[src/rtl/ram_lsu_port.sv]
// Load/store adapter from the core's byte-addressed data-memory port to one RamIO BRAM port.
// Steers byte lanes, sequences the RamIO handshake, extends load data and reports errors.
module ram_lsu_port #(
  parameter int ADDR_W  = 17,
  parameter int TIMEOUT = 64
) (
  input  logic              clk,
  input  logic              rst_n,
  input  logic              req_valid,
  output logic              req_ready,
  input  logic              req_we,
  input  logic [1:0]        req_size,
  input  logic              req_unsigned,
  input  logic [ADDR_W-1:0] req_addr,
  input  logic [31:0]       req_wdata,
  output logic              resp_valid,
  output logic [31:0]       resp_rdata,
  output logic              resp_err,
  output logic [3:0]        ram_we,
  output logic [ADDR_W-3:0] ram_addr,
  output logic [31:0]       ram_din,
  output logic              ram_req,
  input  logic [31:0]       ram_dout,
  input  logic              ram_done,
  input  logic              ram_rvalid
);

  localparam int CNT_W = $clog2(TIMEOUT + 1);
  localparam logic [CNT_W-1:0] TMO_LAST = CNT_W'(TIMEOUT - 1);

  typedef enum logic [2:0] {
    S_IDLE,
    S_ISSUE,
    S_WAIT_ACK,
    S_WAIT_RD,
    S_WAIT_WR,
    S_RESP
  } state_t;

  state_t            state_q, state_d;
  logic              is_store_q, is_store_d;
  logic [1:0]        size_q, size_d;
  logic              unsigned_q, unsigned_d;
  logic [1:0]        off_q, off_d;
  logic [ADDR_W-3:0] ram_addr_q, ram_addr_d;
  logic [3:0]        ram_we_q, ram_we_d;
  logic [31:0]       ram_din_q, ram_din_d;
  logic [CNT_W-1:0]  cnt_q, cnt_d;
  logic              resp_valid_q, resp_valid_d;
  logic [31:0]       resp_rdata_q, resp_rdata_d;
  logic              resp_err_q, resp_err_d;

  logic              misaligned;
  logic [3:0]        lane_we;
  logic [31:0]       lane_din;
  logic [7:0]        byte_sel;
  logic [15:0]       half_sel;
  logic [31:0]       load_data;
  logic              tmo_hit;
  logic              finish;
  logic              fail;
  logic              load_done;

  // Store lane steering and alignment check for the request currently offered.
  always_comb begin
    misaligned = 1'b0;
    lane_we    = 4'b0000;
    lane_din   = req_wdata;
    case (req_size)
      2'b00: begin
        lane_we  = 4'b0001 << req_addr[1:0];
        lane_din = {4{req_wdata[7:0]}};
      end
      2'b01: begin
        misaligned = req_addr[0];
        lane_we    = req_addr[1] ? 4'b1100 : 4'b0011;
        lane_din   = {2{req_wdata[15:0]}};
      end
      2'b10: begin
        misaligned = |req_addr[1:0];
        lane_we    = 4'b1111;
      end
      default: misaligned = 1'b1;
    endcase
    if (!req_we) lane_we = 4'b0000;
  end

  always_comb begin
    byte_sel = 8'(ram_dout >> {off_q, 3'b000});
    half_sel = 16'(ram_dout >> {off_q[1], 4'b0000});
    case (size_q)
      2'b00:   load_data = unsigned_q ? {24'd0, byte_sel} : {{24{byte_sel[7]}}, byte_sel};
      2'b01:   load_data = unsigned_q ? {16'd0, half_sel} : {{16{half_sel[15]}}, half_sel};
      default: load_data = ram_dout;
    endcase
  end

  assign tmo_hit = (cnt_q == TMO_LAST);

  always_comb begin
    state_d      = state_q;
    is_store_d   = is_store_q;
    size_d       = size_q;
    unsigned_d   = unsigned_q;
    off_d        = off_q;
    ram_addr_d   = ram_addr_q;
    ram_we_d     = ram_we_q;
    ram_din_d    = ram_din_q;
    cnt_d        = cnt_q;
    resp_valid_d = 1'b0;
    resp_rdata_d = resp_rdata_q;
    resp_err_d   = resp_err_q;
    finish       = 1'b0;
    fail         = 1'b0;
    load_done    = 1'b0;

    case (state_q)
      S_IDLE: begin
        if (req_valid) begin
          is_store_d = req_we;
          size_d     = req_size;
          unsigned_d = req_unsigned;
          off_d      = req_addr[1:0];
          ram_addr_d = req_addr[ADDR_W-1:2];
          ram_din_d  = lane_din;
          ram_we_d   = misaligned ? 4'b0000 : lane_we;
          cnt_d      = '0;
          if (misaligned) begin
            finish = 1'b1;
            fail   = 1'b1;
          end else begin
            state_d = S_ISSUE;
          end
        end
      end
      S_ISSUE: begin
        cnt_d = cnt_q + CNT_W'(1);
        if (ram_done) begin
          state_d = S_WAIT_ACK;
        end else if (tmo_hit) begin
          finish = 1'b1;
          fail   = 1'b1;
        end
      end
      S_WAIT_ACK: begin
        cnt_d = cnt_q + CNT_W'(1);
        if (!ram_done) begin
          state_d = is_store_q ? S_WAIT_WR : S_WAIT_RD;
        end else if (tmo_hit) begin
          finish = 1'b1;
          fail   = 1'b1;
        end
      end
      S_WAIT_RD: begin
        cnt_d = cnt_q + CNT_W'(1);
        if (ram_rvalid) begin
          finish    = 1'b1;
          load_done = 1'b1;
        end else if (tmo_hit) begin
          finish = 1'b1;
          fail   = 1'b1;
        end
      end
      S_WAIT_WR: begin
        cnt_d = cnt_q + CNT_W'(1);
        if (ram_done) begin
          finish = 1'b1;
        end else if (tmo_hit) begin
          finish = 1'b1;
          fail   = 1'b1;
        end
      end
      S_RESP: begin
        state_d = S_IDLE;
      end
      default: begin
        state_d  = S_IDLE;
        ram_we_d = 4'b0000;
      end
    endcase

    // Every completion path, good or bad, funnels through the one-cycle RESP state.
    if (finish) begin
      state_d      = S_RESP;
      resp_valid_d = 1'b1;
      resp_err_d   = fail;
      resp_rdata_d = load_done ? load_data : 32'd0;
      ram_we_d     = 4'b0000;
    end
  end

  always_ff @(posedge clk or negedge rst_n) begin
    if (!rst_n) begin
      state_q      <= S_IDLE;
      is_store_q   <= 1'b0;
      size_q       <= 2'b00;
      unsigned_q   <= 1'b0;
      off_q        <= 2'b00;
      ram_addr_q   <= '0;
      ram_we_q     <= 4'b0000;
      ram_din_q    <= 32'd0;
      cnt_q        <= '0;
      resp_valid_q <= 1'b0;
      resp_rdata_q <= 32'd0;
      resp_err_q   <= 1'b0;
    end else begin
      state_q      <= state_d;
      is_store_q   <= is_store_d;
      size_q       <= size_d;
      unsigned_q   <= unsigned_d;
      off_q        <= off_d;
      ram_addr_q   <= ram_addr_d;
      ram_we_q     <= ram_we_d;
      ram_din_q    <= ram_din_d;
      cnt_q        <= cnt_d;
      resp_valid_q <= resp_valid_d;
      resp_rdata_q <= resp_rdata_d;
      resp_err_q   <= resp_err_d;
    end
  end

  // ram_req follows ram_done so the request is only raised while RamIO reports idle.
  assign req_ready  = (state_q == S_IDLE);
  assign ram_req    = (state_q == S_ISSUE) && ram_done;
  assign ram_we     = ram_we_q;
  assign ram_addr   = ram_addr_q;
  assign ram_din    = ram_din_q;
  assign resp_valid = resp_valid_q;
  assign resp_rdata = resp_rdata_q;
  assign resp_err   = resp_err_q;

endmodule

[config.mk]
export PLATFORM = sky130hd
export DESIGN_NAME = ram_lsu_port
export DESIGN_NICKNAME = d
export VERILOG_FILES = /design/src/rtl/ram_lsu_port.sv
export SDC_FILE = /design/constraint.sdc
export NUM_CORES = 1
export LEC_CHECK = 0
export CAP_MARGIN = 20
export CORE_ASPECT_RATIO = 0.6
export CORE_MARGIN = 4
export CORE_UTILIZATION = 46
export CTS_BUF_LIST = sky130_fd_sc_hd__clkbuf_4 sky130_fd_sc_hd__clkbuf_8
export DETAILED_ROUTE_END_ITERATION = 16
export PLACE_DENSITY_LB_ADDON = 0.3
export SKIP_LAST_GASP = 1
export SYNTH_ARGS = -nofsm -noshare
export SYNTH_HDL_FRONTEND = slang
export SYNTH_SLANG_ARGS = --single-unit
[constraint.sdc]
create_clock -name clk -period 2.3 [get_ports clk]
set_clock_uncertainty 0.2 [all_clocks]
set_input_delay 0.46 -clock clk [delete_from_list [all_inputs] [get_ports clk]]
set_output_delay 0.46 -clock clk [all_outputs]
set_load 0.05 [all_outputs]
==> metrics.md, run 1 <==
| Metric | Value |
|---|---|
| Synth Instances | `489` |
| Global-route wire length before repair | `23900 um` |
| Gpl congestion | `0.901` |
| Vias after detailed routing | `4577` |
| Clock latency on the worst-skew pair | `0.38 ns` |
| CTS tree | `done` |
| Static leakage | `3.42 nW` |
| Iter 0 DRT Violations | `318` |
| Final WL | `15500 um` |
| Ys async rst share | `100%` |
| Slew headroom | `51.4%` |
| CP Data Required Time | `2.40 ns` |
| Clk sinks | `101` |
| GRT Resource Usage Total | `24.8%` |
| Largest net degree at the start of global routing | `77` |
| Int Pwr | `5.31 mW` |
| Worst-path clk slew | `0.09 ns` |
| Vias in the first global route | `4547` |
| Ant diodes | `0` |
| Maxcap violations | `0` |
| Crit Path Max Fanout | `5` |
| Clk network pwr share | `11.3%` |
| DRC errors left | `0` |
| PD cells | `1430 mW/mm^2` |
| Slew Limit Fails | `0` |
| Met3 Resource Use GR | `5.81%` |
| Sw Share | `49.2%` |
| Die Span Y | `87.4 um` |
| Syn nets | `580` |
| Antenna violations before repair | `0` |
| Gr busiest metal | `met2` |
| Worst Setup Path Type | `primary input to register` |
| Crit end category | `register` |
| R2R setup slack | `0.06 ns` |
| RSZ-0062 raised after global routing | `true` |
| Via/cell ratio | `5.50` |
| Peak supply drop | `0.860 mV` |
| NetSw | `5.14 mW` |
| Final Hold Slack | `0.286 ns` |
| DRT Pass-1 Iters | `5` |
| Average footprint of a synthesized cell | `9.89 um^2` |
| Setup violators final | `0` |
| Sequential area share after synthesis | `52.3%` |
| CTS buffer count | `9` |
| Fin. Hold Viols | `0` |
| Die Footprint | `0.0123 mm^2` |
| Reg area | `0.00253 mm^2` |
| Initial Utilization | `48.1%` |
| Critical Path AT | `2.38 ns` |
| Fmax | `0.438 GHz` |
| IO Port Bufs | `176` |
| Fillers | `717` |
| Share of layout cells above drive strength 1 | `13.2%` |
| Post-route ant nets | `0` |
| Min-delay worst type | `register to register` |
| Met2 Usage GRT | `37.3%` |
| Crit start category | `primary input` |
| Mapped Area | `0.00484 mm^2` |
| Comb power frac | `60.6%` |
| Outcome | `completed` |
| Root buffer cell | `clkbuf_8` |
| Post-synth EDFFs | `0` |
| Routed len/inst | `18.7 um` |
| Area growth syn-to-layout | `51.5%` |
| Worst Slack Setup Final | `0.0163 ns` |
| Post-synthesis cell type count | `51` |
| Routing usage on met1 | `36.3%` |
| Rows | `28` |
| I/O pins | `177` |
| Seq cells post-synth | `101` |
| Maximum clock path buffer count | `2` |
| Multi-input gate area | `0.00216 mm^2` |
| Worst Tran Pin Value | `0.727 ns` |
| Fin util | `72.9%` |
| Period minus WS final | `2.28 ns` |
| Die Wd | `140 um` |
| Final setup TNS | `0 ns` |
| DP HPWL | `11600 um` |
| Final Cycle Share | `99.3%` |
| Post-synth top flop | `dfrtp_1` |
| Core Footprint | `0.0101 mm^2` |
| Dpl ws | `-0.518 ns` |
| Total grt overflow | `0` |
| Sequential power share | `28.1%` |
| Yosys warns | `0` |
| Final net count | `783` |
| Htree depth | `3` |
[Yosys cell counts, drive strengths merged, types with 3 or more instances]
master / instances / area share, %
a21oi: 21 / 2.2
and3: 3 / 0.39
inv: 3 / 0.23
a221o: 16 / 3.3
nor2: 22 / 1.7
nand2: 124 / 9.6
a22o: 14 / 2.5
o221ai: 7 / 1.3
dfrtp: 101 / 52
mux2i: 34 / 7.0
nand4: 3 / 0.39
o22ai: 9 / 1.2
nor3: 4 / 0.65
or3: 3 / 0.39
o21ai: 33 / 3.4
nand2b: 4 / 0.52
nor2b: 10 / 1.3
clkbuf: 23 / 1.8
buf: 12 / 1.4
a2bb2oi: 8 / 1.4
xor2: 6 / 1.1
[state kept, by name, summed over array words and instances, names as in the netlist]
register	cells
resp_rdata	32
unsigned_q	1
is_store_q	1
ram_we	4
cnt_q	7
size_q	2
resp_valid	1
ram_din	32
ram_addr	15
state_q	3
resp_err	1
off_q	2
[per-stage QoR]
stage	instance area [um^2]	total power [mW]	std cells
2_1_floorplan	4840	6.80	489
3_5_place_dp	7000	9.07	809
3_3_place_gp	7000	8.91	809
4_1_cts	7220	10.3	826
5_1_grt	7330	11.0	832
6_report	7330	10.4	832
[path summary, 6_finish.rpt]
check,endpoint,start,depth (start not counted)
setup / recovery,ram_we[2],ram_done,9
max in group asynchronous,state_q[1],rst_n,3
hold reg to reg,ram_addr[1],ram_addr[1],2
setup reg to reg,resp_rdata[27],state_q[1],6
hold / removal,ram_addr[1],ram_addr[1],2
min in group asynchronous,ram_din[20],rst_n,2
[area by class of cell]
type / instances / share of cell area, %
Clock buffer: 9 / 1.69
Clock inverter: 7 / 1.11
Inverter: 4 / 0.205
Multi-Input combinational cell: 349 / 29.5
Sequential cell: 101 / 34.5
Tap cell: 135 / 2.31
Timing Repair Buffer: 227 / 30.7
[per-layer routing]
metal | up-vias | wire length, um | share of wire, %
met4 | 0 | 167 | 1.1
met5 | - | 0 | 0
li1 | 2142 | - | -
met1 | 2225 | 7160 | 46
met3 | 17 | 1350 | 8.7
met2 | 193 | 6880 | 44
[power groups by stage]
| stage | logic, mW | clock network [mW] | registers (mW) |
|---|---|---|---|
| 2_1_floorplan | 1.86 | 0 | 4.94 |
| 3_3_place_gp | 6.00 | 0 | 2.91 |
| 3_5_place_dp | 6.12 | 0 | 2.95 |
| 4_1_cts | 6.15 | 1.21 | 2.92 |
| 5_1_grt | 6.67 | 1.28 | 3.01 |
| 6_report | 6.33 | 1.18 | 2.93 |
[timing repair]
action	4_1_cts	5_1_grt
pin swaps	1	11
setup buffers	0	3
hold buffers	1	0
cloned	0	2
hold endpoints to repair	32	0
resized for setup	1	10
setup endpoints to repair	19	28
[cell usage in the layout (no fill, tap or decap), drive strengths merged, types with 4 or more instances in the layout]
| cell type | Yosys | final |
|---|---|---|
| nor2b | 10 | 10 |
| a221o | 16 | 16 |
| nor3 | 4 | 4 |
| buf | 12 | 59 |
| a2bb2oi | 8 | 8 |
| clkdlybuf4s50 | 0 | 161 |
| dfrtp | 101 | 101 |
| nand2 | 124 | 124 |
| o21ai | 33 | 33 |
| mux2i | 34 | 34 |
| xor2 | 6 | 6 |
| nand2b | 4 | 4 |
| clkbuf | 23 | 11 |
| inv | 3 | 7 |
| dlymetal6s2s | 0 | 4 |
| o22ai | 9 | 9 |
| o221ai | 7 | 7 |
| nor2 | 22 | 22 |
| a21oi | 21 | 21 |
| a22o | 14 | 14 |
[worst max-delay path: stages]
cell and delay [ns]:
clkdlybuf4s50_1 0.50, mux2_2 0.35, o2111a_1 0.29, nor3b_4 0.26, buf_4 0.15, buf_6 0.09
inv_2 0.04, buf_4 0.14, a21oi_1 0.11
[kinds of logic after synthesis]
group / share of synthesized area (%)
AND/OR/NAND/NOR: 17.7
AO/OA/AOI/OAI: 17.3
flip-flops: 52.3
buffers and inverters: 3.49
multiplexers: 7.97
XOR/XNOR: 1.09
adder cells (fa/ha/maj): 0.259
No activity file was read; power rests on OpenSTA's default activity.
==> inputs of run 2 (changes only) <==
==> constraint.sdc (replaced) <==
create_clock -name clk -period 2.3 [get_ports clk]
set_clock_uncertainty 0.2 [all_clocks]
set_input_delay 0.345 -clock clk [delete_from_list [all_inputs] [get_ports clk]]
set_output_delay 0.345 -clock clk [all_outputs]
set_load 0.05 [all_outputs]
==> run 2 against run 1 <==
Effect of this change:
- first-iteration DRC count is 4.4% higher
- wire length is 1.0% lower
- clock-buffer cell count stayed put
- sequential power hardly changed
- hold slack better by 0.0013 ns
- critical endpoint is now resp_rdata[30]
- largest cell class unchanged
- largest power group unchanged
==> metrics.md, run 2 (synthesis results as in run 1) <==
| Metric | Value |
|---|---|
| Outcome | `completed` |
| Worst-path clk slew | `0.10 ns (about the same)` |
| Worst Setup Path Type | `primary input to register` |
| Post-DP Area | `0.00695 mm^2 (-0.61%)` |
| DRC errors left | `0 (unchanged)` |
| Peak supply drop | `0.974 mV (+13%)` |
| Dpl ws | `-0.426 ns (+0.0927 ns)` |
| Critical Path AT | `2.34 ns (-0.04 ns)` |
| Worst Slack Setup Final | `0.0204 ns (+0.00411 ns)` |
| Routed len/inst | `18.8 um (+0.41%)` |
| Most frequent cells in the layout | `173 x clkdlybuf4s50_1, 124 x nand2_1, 101 x dfrtp_1` |
| Post-route ant nets | `0 (unchanged)` |
| Gpl congestion | `0.924 (+2.5%)` |
| Rows | `28 (unchanged)` |
| FF-to-FF path depth | `5 (-1)` |
| Antenna violations before repair | `0 (unchanged)` |
| Crit end category | `register` |
| Final net count | `772 (-1.4%)` |
| Core Footprint | `0.0101 mm^2 (unchanged)` |
| Period minus WS final | `2.28 ns (-0.00411 ns)` |
| Vias in the first global route | `4536 (-0.24%)` |
| Root buffer cell | `clkbuf_8` |
| Final instance area | `0.00719 mm^2 (-1.9%)` |
| CP Data Required Time | `2.36 ns (-0.04 ns)` |
| Htree depth | `3 (unchanged)` |
| Worst Tran Pin Value | `0.948 ns (+0.221 ns)` |
| Maximum clock path buffer count | `2 (unchanged)` |
| CTS buffer count | `9 (unchanged)` |
| GRT Resource Usage Total | `25.1% (+0.31 points)` |
| Largest net degree at the start of global routing | `77 (unchanged)` |
| Slew Limit Fails | `0 (unchanged)` |
| PD cells | `1430 mW/mm^2 (+0.38%)` |
| Crit Path Max Fanout | `28 (+23)` |
| CTS tree | `done` |
| Initial Utilization | `48.1% (unchanged)` |
| Slew headroom | `36.6% (-15 points)` |
| Via/cell ratio | `5.48 (-0.38%)` |
| Ant diodes | `0 (unchanged)` |
| Vias after detailed routing | `4494 (-1.8%)` |
| Clk sinks | `101 (unchanged)` |
| Clock latency on the worst-skew pair | `0.37 ns (about the same)` |
| Die Footprint | `0.0123 mm^2 (unchanged)` |
| Static leakage | `3.26 nW (-4.5%)` |
| RSZ-0062 raised after global routing | `true` |
| DP HPWL | `11600 um (about the same)` |
| Total grt overflow | `0 (unchanged)` |
| Hold depth | `2 (unchanged)` |
| Maxcap violations | `0 (unchanged)` |
| Die Span Y | `87.4 um (unchanged)` |
| Min-delay worst type | `register to register` |
| Fin. Hold Viols | `0 (unchanged)` |
| Die Wd | `140 um (unchanged)` |
| Most common cell after layout, fill and taps aside | `clkdlybuf4s50_1` |
| Final Cycle Share | `99.1% (-0.18 points)` |
| Setup violators final | `0 (unchanged)` |
| Final Hold Slack | `0.287 ns (+0.00128 ns)` |
| Iter 0 DRT Violations | `332 (+4.4%)` |
| Final WL | `15400 um (-1.0%)` |
| IO Port Bufs | `176 (unchanged)` |
| Share of layout cells above drive strength 1 | `9.93% (-3.3 points)` |
| Area growth syn-to-layout | `48.6%` |
| Fmax | `0.439 GHz (+0.18%)` |
| I/O pins | `177 (unchanged)` |
| Total power draw | `10.3 mW (-1.5%)` |
| Crit start category | `primary input` |
| DRT Pass-1 Iters | `4 (-1)` |
| Global-route wire length before repair | `24100 um (+0.61%)` |
## run 2: changes by cell type in the layout (fill, tap and decap cells not counted), moves of 2 or more
cell / change
buf_4: -14
buf_6: -2
clkbuf_16: -2
clkdlybuf4s50_1: +12
clkinvlp_4: +2
dlymetal6s2s_1: -4
inv_6: -3
## run 2: final timing paths
path | startpoint | endpoint | slack (ns)
max in group asynchronous | rst_n | resp_rdata[24] | 0.88
worst max-delay path | req_valid | resp_rdata[30] | 0.02
min in group asynchronous | rst_n | ram_din[4] | 0.30
worst max register to register | state_q[1] | resp_rdata[30] | 0.02
worst min register to register | ram_din[14] | ram_din[14] | 0.29
worst min-delay path | ram_din[14] | ram_din[14] | 0.29
## run 2: repair_timing
| action | CTS | global route |
|---|---|---|
| gates resized for setup | 1 | 0 |
| hold buffers | 1 | 0 |
| hold endpoints to repair | 39 | 0 |
| buffers inserted | 0 | 1 |
| endpoints found under the setup margin | 16 | 16 |
| pin swaps | 1 | 1 |
## run 2: cell type report
class	count	area, um^2
Clock buffer	9	124
Inverter	4	15.0
Sequential cell	101	2530
Tap cell	135	169
Timing Repair Buffer	216	2120
Clock inverter	6	88.8
Multi-Input combinational cell	349	2140
Fill cell	706	2870
## run 2: metal layers
| layer | global-route usage [%] | vias to the layer above | part of all wire (%) |
|---|---|---|---|
| met3 | 6.53 | 15 | 7.8 |
| met2 | 37.6 | 183 | 44 |
| met4 | 6.86 | 0 | 1.3 |
| li1 | - | 2116 | - |
| met1 | 36.2 | 2180 | 47 |
| met5 | 0 | - | 0 |
## run 2: power by group
| group | switching (mW) | total [mW] | internal, mW | leakage (nW) |
|---|---|---|---|---|
| clock | 0.622 | 1.23 | 0.606 | 0.101 |
| combinational | 3.98 | 6.14 | 2.16 | 1.85 |
| sequential | 0.446 | 2.92 | 2.48 | 1.32 |
| total | 5.05 | 10.3 | 5.24 | 3.26 |
## run 2: metrics by stage
| step | utilization (%) | setup TNS (ns) | std cells |
|---|---|---|---|
| 6_report | 71.5 | 0 | 820 |
| 5_1_grt | 71.5 | -0.264 | 820 |
| 4_1_cts | 71.4 | 0 | 819 |
| 3_5_place_dp | 69.2 | -21.61 | 803 |
| 3_3_place_gp | 69.2 | -17.81 | 803 |
| 2_1_floorplan | - | 0 | 489 |
## run 2: critical path, cell delays in order
cell and delay, ns:
clkdlybuf4s50_1 0.50, or4b_2 0.66, nor3_4 0.20, nor3b_4 0.08
buf_12 0.17, a221o_1 0.37
==> inputs of run 3 (changes only) <==
--- a/config.mk
+++ b/config.mk
@@ -6,9 +6,11 @@
 export NUM_CORES = 1
 export LEC_CHECK = 0
 export CAP_MARGIN = 20
+export CELL_PAD_IN_SITES_DETAIL_PLACEMENT = 1
+export CELL_PAD_IN_SITES_GLOBAL_PLACEMENT = 1
 export CORE_ASPECT_RATIO = 0.6
 export CORE_MARGIN = 4
-export CORE_UTILIZATION = 46
+export CORE_UTILIZATION = 34
 export CTS_BUF_LIST = sky130_fd_sc_hd__clkbuf_4 sky130_fd_sc_hd__clkbuf_8
 export DETAILED_ROUTE_END_ITERATION = 16
 export PLACE_DENSITY_LB_ADDON = 0.3
==> run 3 against run 2 <==
Effect of this change:
- sequential power is essentially flat
- flip-flop and latch count unchanged
- clock power shrank 9.8%
- first-iteration DRC count fell by 36%
- largest cell class unchanged
- clock-buffer cell count rose by 3
- non-clock buffer count grew 2
- power increased by 0.73%
- critical path type unchanged
- highest routed layer unchanged
- wire length increased by 12%
- die area increased by 32%
- utilization decreased by 19 points
- maximum frequency increased by 0.91%
- cell count up 7.3%
==> metrics.md, run 3 (synthesis results as in run 1) <==
| Metric | Value |
|---|---|
| Outcome | `completed` |
| Total power draw | `10.4 mW (+0.73%)` |
| Met3 Resource Use GR | `6.81% (+0.28 points)` |
| CTS buffer count | `9 (unchanged)` |
| Die Span Y | `100 um (+15%)` |
| GRT Resource Usage Total | `20.9% (-4.2 points)` |
| Final instance area | `0.00729 mm^2 (+1.4%)` |
| Min-delay worst type | `register to register` |
| Ant diodes | `0 (unchanged)` |
| Crit Path Max Fanout | `12 (-57%)` |
| NetSw | `5.16 mW (+2.3%)` |
| I/O pins | `177 (unchanged)` |
| Maximum clock path buffer count | `2 (unchanged)` |
| Most frequent cells in the layout | `172 x clkdlybuf4s50_1, 124 x nand2_1, 101 x dfrtp_1` |
| Rows | `33 (+18%)` |
| CP top delay family | `buffers and inverters` |
| Critical Path AT | `2.31 ns (-0.03 ns)` |
| Clk network pwr share | `10.7% (-1.2 points)` |
| Setup violators final | `0 (unchanged)` |
| Post-route ant nets | `0 (unchanged)` |
| Crit start category | `primary input` |
| PD cells | `1420 mW/mm^2 (-0.64%)` |
| Antenna violations before repair | `0 (unchanged)` |
| Worst-path clk slew | `0.10 ns (about the same)` |
| Int Pwr | `5.20 mW (-0.82%)` |
| Area growth syn-to-layout | `50.6%` |
| Gr busiest metal | `met2` |
| Fin. Hold Viols | `0 (unchanged)` |
| Root buffer cell | `clkbuf_8` |
| Slew Limit Fails | `0 (unchanged)` |
| Placed cell count | `859 (+7.0%)` |
| Maxcap violations | `0 (unchanged)` |
| Worst Slack Setup Final | `0.0410 ns (+0.0206 ns)` |
| Clk sinks | `101 (unchanged)` |
| Die Wd | `162 um (+15%)` |
| Core Footprint | `0.0138 mm^2 (+37%)` |
| Via/cell ratio | `5.17 (-5.7%)` |
| Total grt overflow | `0 (unchanged)` |
| Sw Share | `49.8% (+0.78 points)` |
| Iter 0 DRT Violations | `211 (-36%)` |
| Routing usage on met1 | `28.6% (-7.6 points)` |
| CP Data Required Time | `2.35 ns (about the same)` |
| Static leakage | `3.28 nW (+0.64%)` |
| Peak supply drop | `0.653 mV (-33%)` |
| Worst Setup Path Type | `primary input to register` |
| Slew headroom | `49.6% (+13 points)` |
| Post-DP Area | `0.00702 mm^2 (+0.88%)` |
| DRC errors left | `0 (unchanged)` |
| Final setup TNS | `0 ns (unchanged)` |
| Final Cycle Share | `98.2% (-0.90 points)` |
| Slowest stage delay, CP | `0.50 ns (-0.16 ns)` |
| Most common cell after layout, fill and taps aside | `clkdlybuf4s50_1` |
| Share of layout cells above drive strength 1 | `10.5% (+0.54 points)` |
| Crit path buf inv count | `3 (+1)` |
| DP HPWL | `12500 um (+7.6%)` |
| Fmax | `0.443 GHz (+0.91%)` |
| Vias in the first global route | `4895 (+7.9%)` |
| DRT Pass-1 Iters | `4 (unchanged)` |
| Final std cells w/o fill | `880 (+7.3%)` |
| Initial Utilization | `35.1% (-13 points)` |
| Vias after detailed routing | `4546 (+1.2%)` |
| Clock latency on the worst-skew pair | `0.36 ns (about the same)` |
| Crit-path cells | `clkdlybuf4s50_1 > or4b_4 > nor3_4 > nor3b_4 > buf_4 > clkbuf_16 > a221o_1` |
| Die Footprint | `0.0163 mm^2 (+32%)` |
| Period minus WS final | `2.26 ns (-0.0206 ns)` |
| Routed len/inst | `19.5 um (+4.1%)` |
| Largest net degree at the start of global routing | `102 (+32%)` |
| Final net count | `774 (+0.26%)` |
| Sequential power share | `28.4% (about the same)` |
| CP max-delay cell | `clkdlybuf4s50_1` |
| IO Port Bufs | `176 (unchanged)` |
| Global-route wire length before repair | `26800 um (+12%)` |
| Met2 Usage GRT | `32.6% (-5.0 points)` |
| Worst Tran Pin Value | `0.753 ns (-0.194 ns)` |
| Comb power frac | `60.9% (+1.3 points)` |
| Final WL | `17200 um (+12%)` |
| Htree depth | `3 (unchanged)` |
| CTS tree | `done` |
| Dpl ws | `-0.418 ns (+0.00787 ns)` |
| Crit end category | `register` |
| Gpl congestion | `0.827 (-10%)` |
run 3: cell types whose count changed in the layout (fill, tap and decap cells not counted), sizes merged:
cell,before,now
buf,42,44
bufinv,2,0
clkbuf,9,13
clkdlybuf4s50,173,172
run 3: timing repair:
item | in CTS | in global routing
gates resized for setup | 1 | 1
endpoints found under the setup margin | 13 | 5
endpoints found under the hold margin | 101 | 0
pin swaps | 0 | 2
hold buffers | 1 | 0
setup buffers | 0 | 3
cloned | 0 | 1
run 3: power groups by stage:
stage               combinational (mW)  clock, mW  sequential, mW
CTS                               6.19       1.14            2.95
floorplan                         1.86          0            4.94
finish                            6.31       1.11            2.95
global route                      6.67       1.22            3.04
detailed placement                6.16          0            2.97
global placement                  6.01          0            2.93
run 3: stage by stage:
step | hold slack (ns) | utilization (%)
2_1_floorplan | -0.151 | -
3_3_place_gp | 0.254 | 50.9
3_5_place_dp | 0.261 | 50.9
4_1_cts | 0.286 | 52.4
5_1_grt | 0.290 | 52.8
6_report | 0.290 | 52.8
run 3: path summary, 6_finish.rpt:
check | slack, ns | depth (start not counted) | from | end
max | 0.04 | 7 | req_valid | resp_rdata[20]
min reg2reg | 0.29 | 2 | ram_din[6] | ram_din[6]
max in group asynchronous | 1.09 | 3 | rst_n | resp_rdata[15]
max reg2reg | 0.06 | 7 | state_q[0] | resp_rdata[20]
min in group asynchronous | 0.39 | 3 | rst_n | resp_valid
min | 0.29 | 2 | ram_din[6] | ram_din[6]
run 3: worst register-to-register path: stages (launching register included):
cell and delay, ns:
dfrtp_1 0.41, buf_4 0.19, o21ai_1 0.23, o2111a_1 0.33
nor3b_4 0.08, buf_4 0.15, clkbuf_16 0.17, a221o_1 0.36
run 3: area by class of cell:
| type | count | area, um^2 |
|---|---|---|
| Fill cell | 1559 | 6500 |
| Sequential cell | 101 | 2530 |
| Multi-Input combinational cell | 349 | 2150 |
| Tap cell | 192 | 240 |
| Clock buffer | 12 | 159 |
| Clock inverter | 4 | 32.5 |
| Timing Repair Buffer | 218 | 2160 |
| Inverter | 4 | 15.0 |
run 3: per-layer routing:
metal	wire length, um	vias up
met5	0	-
met4	141	0
met3	1410	13
met2	7830	137
met1	7800	2278
li1	-	2118
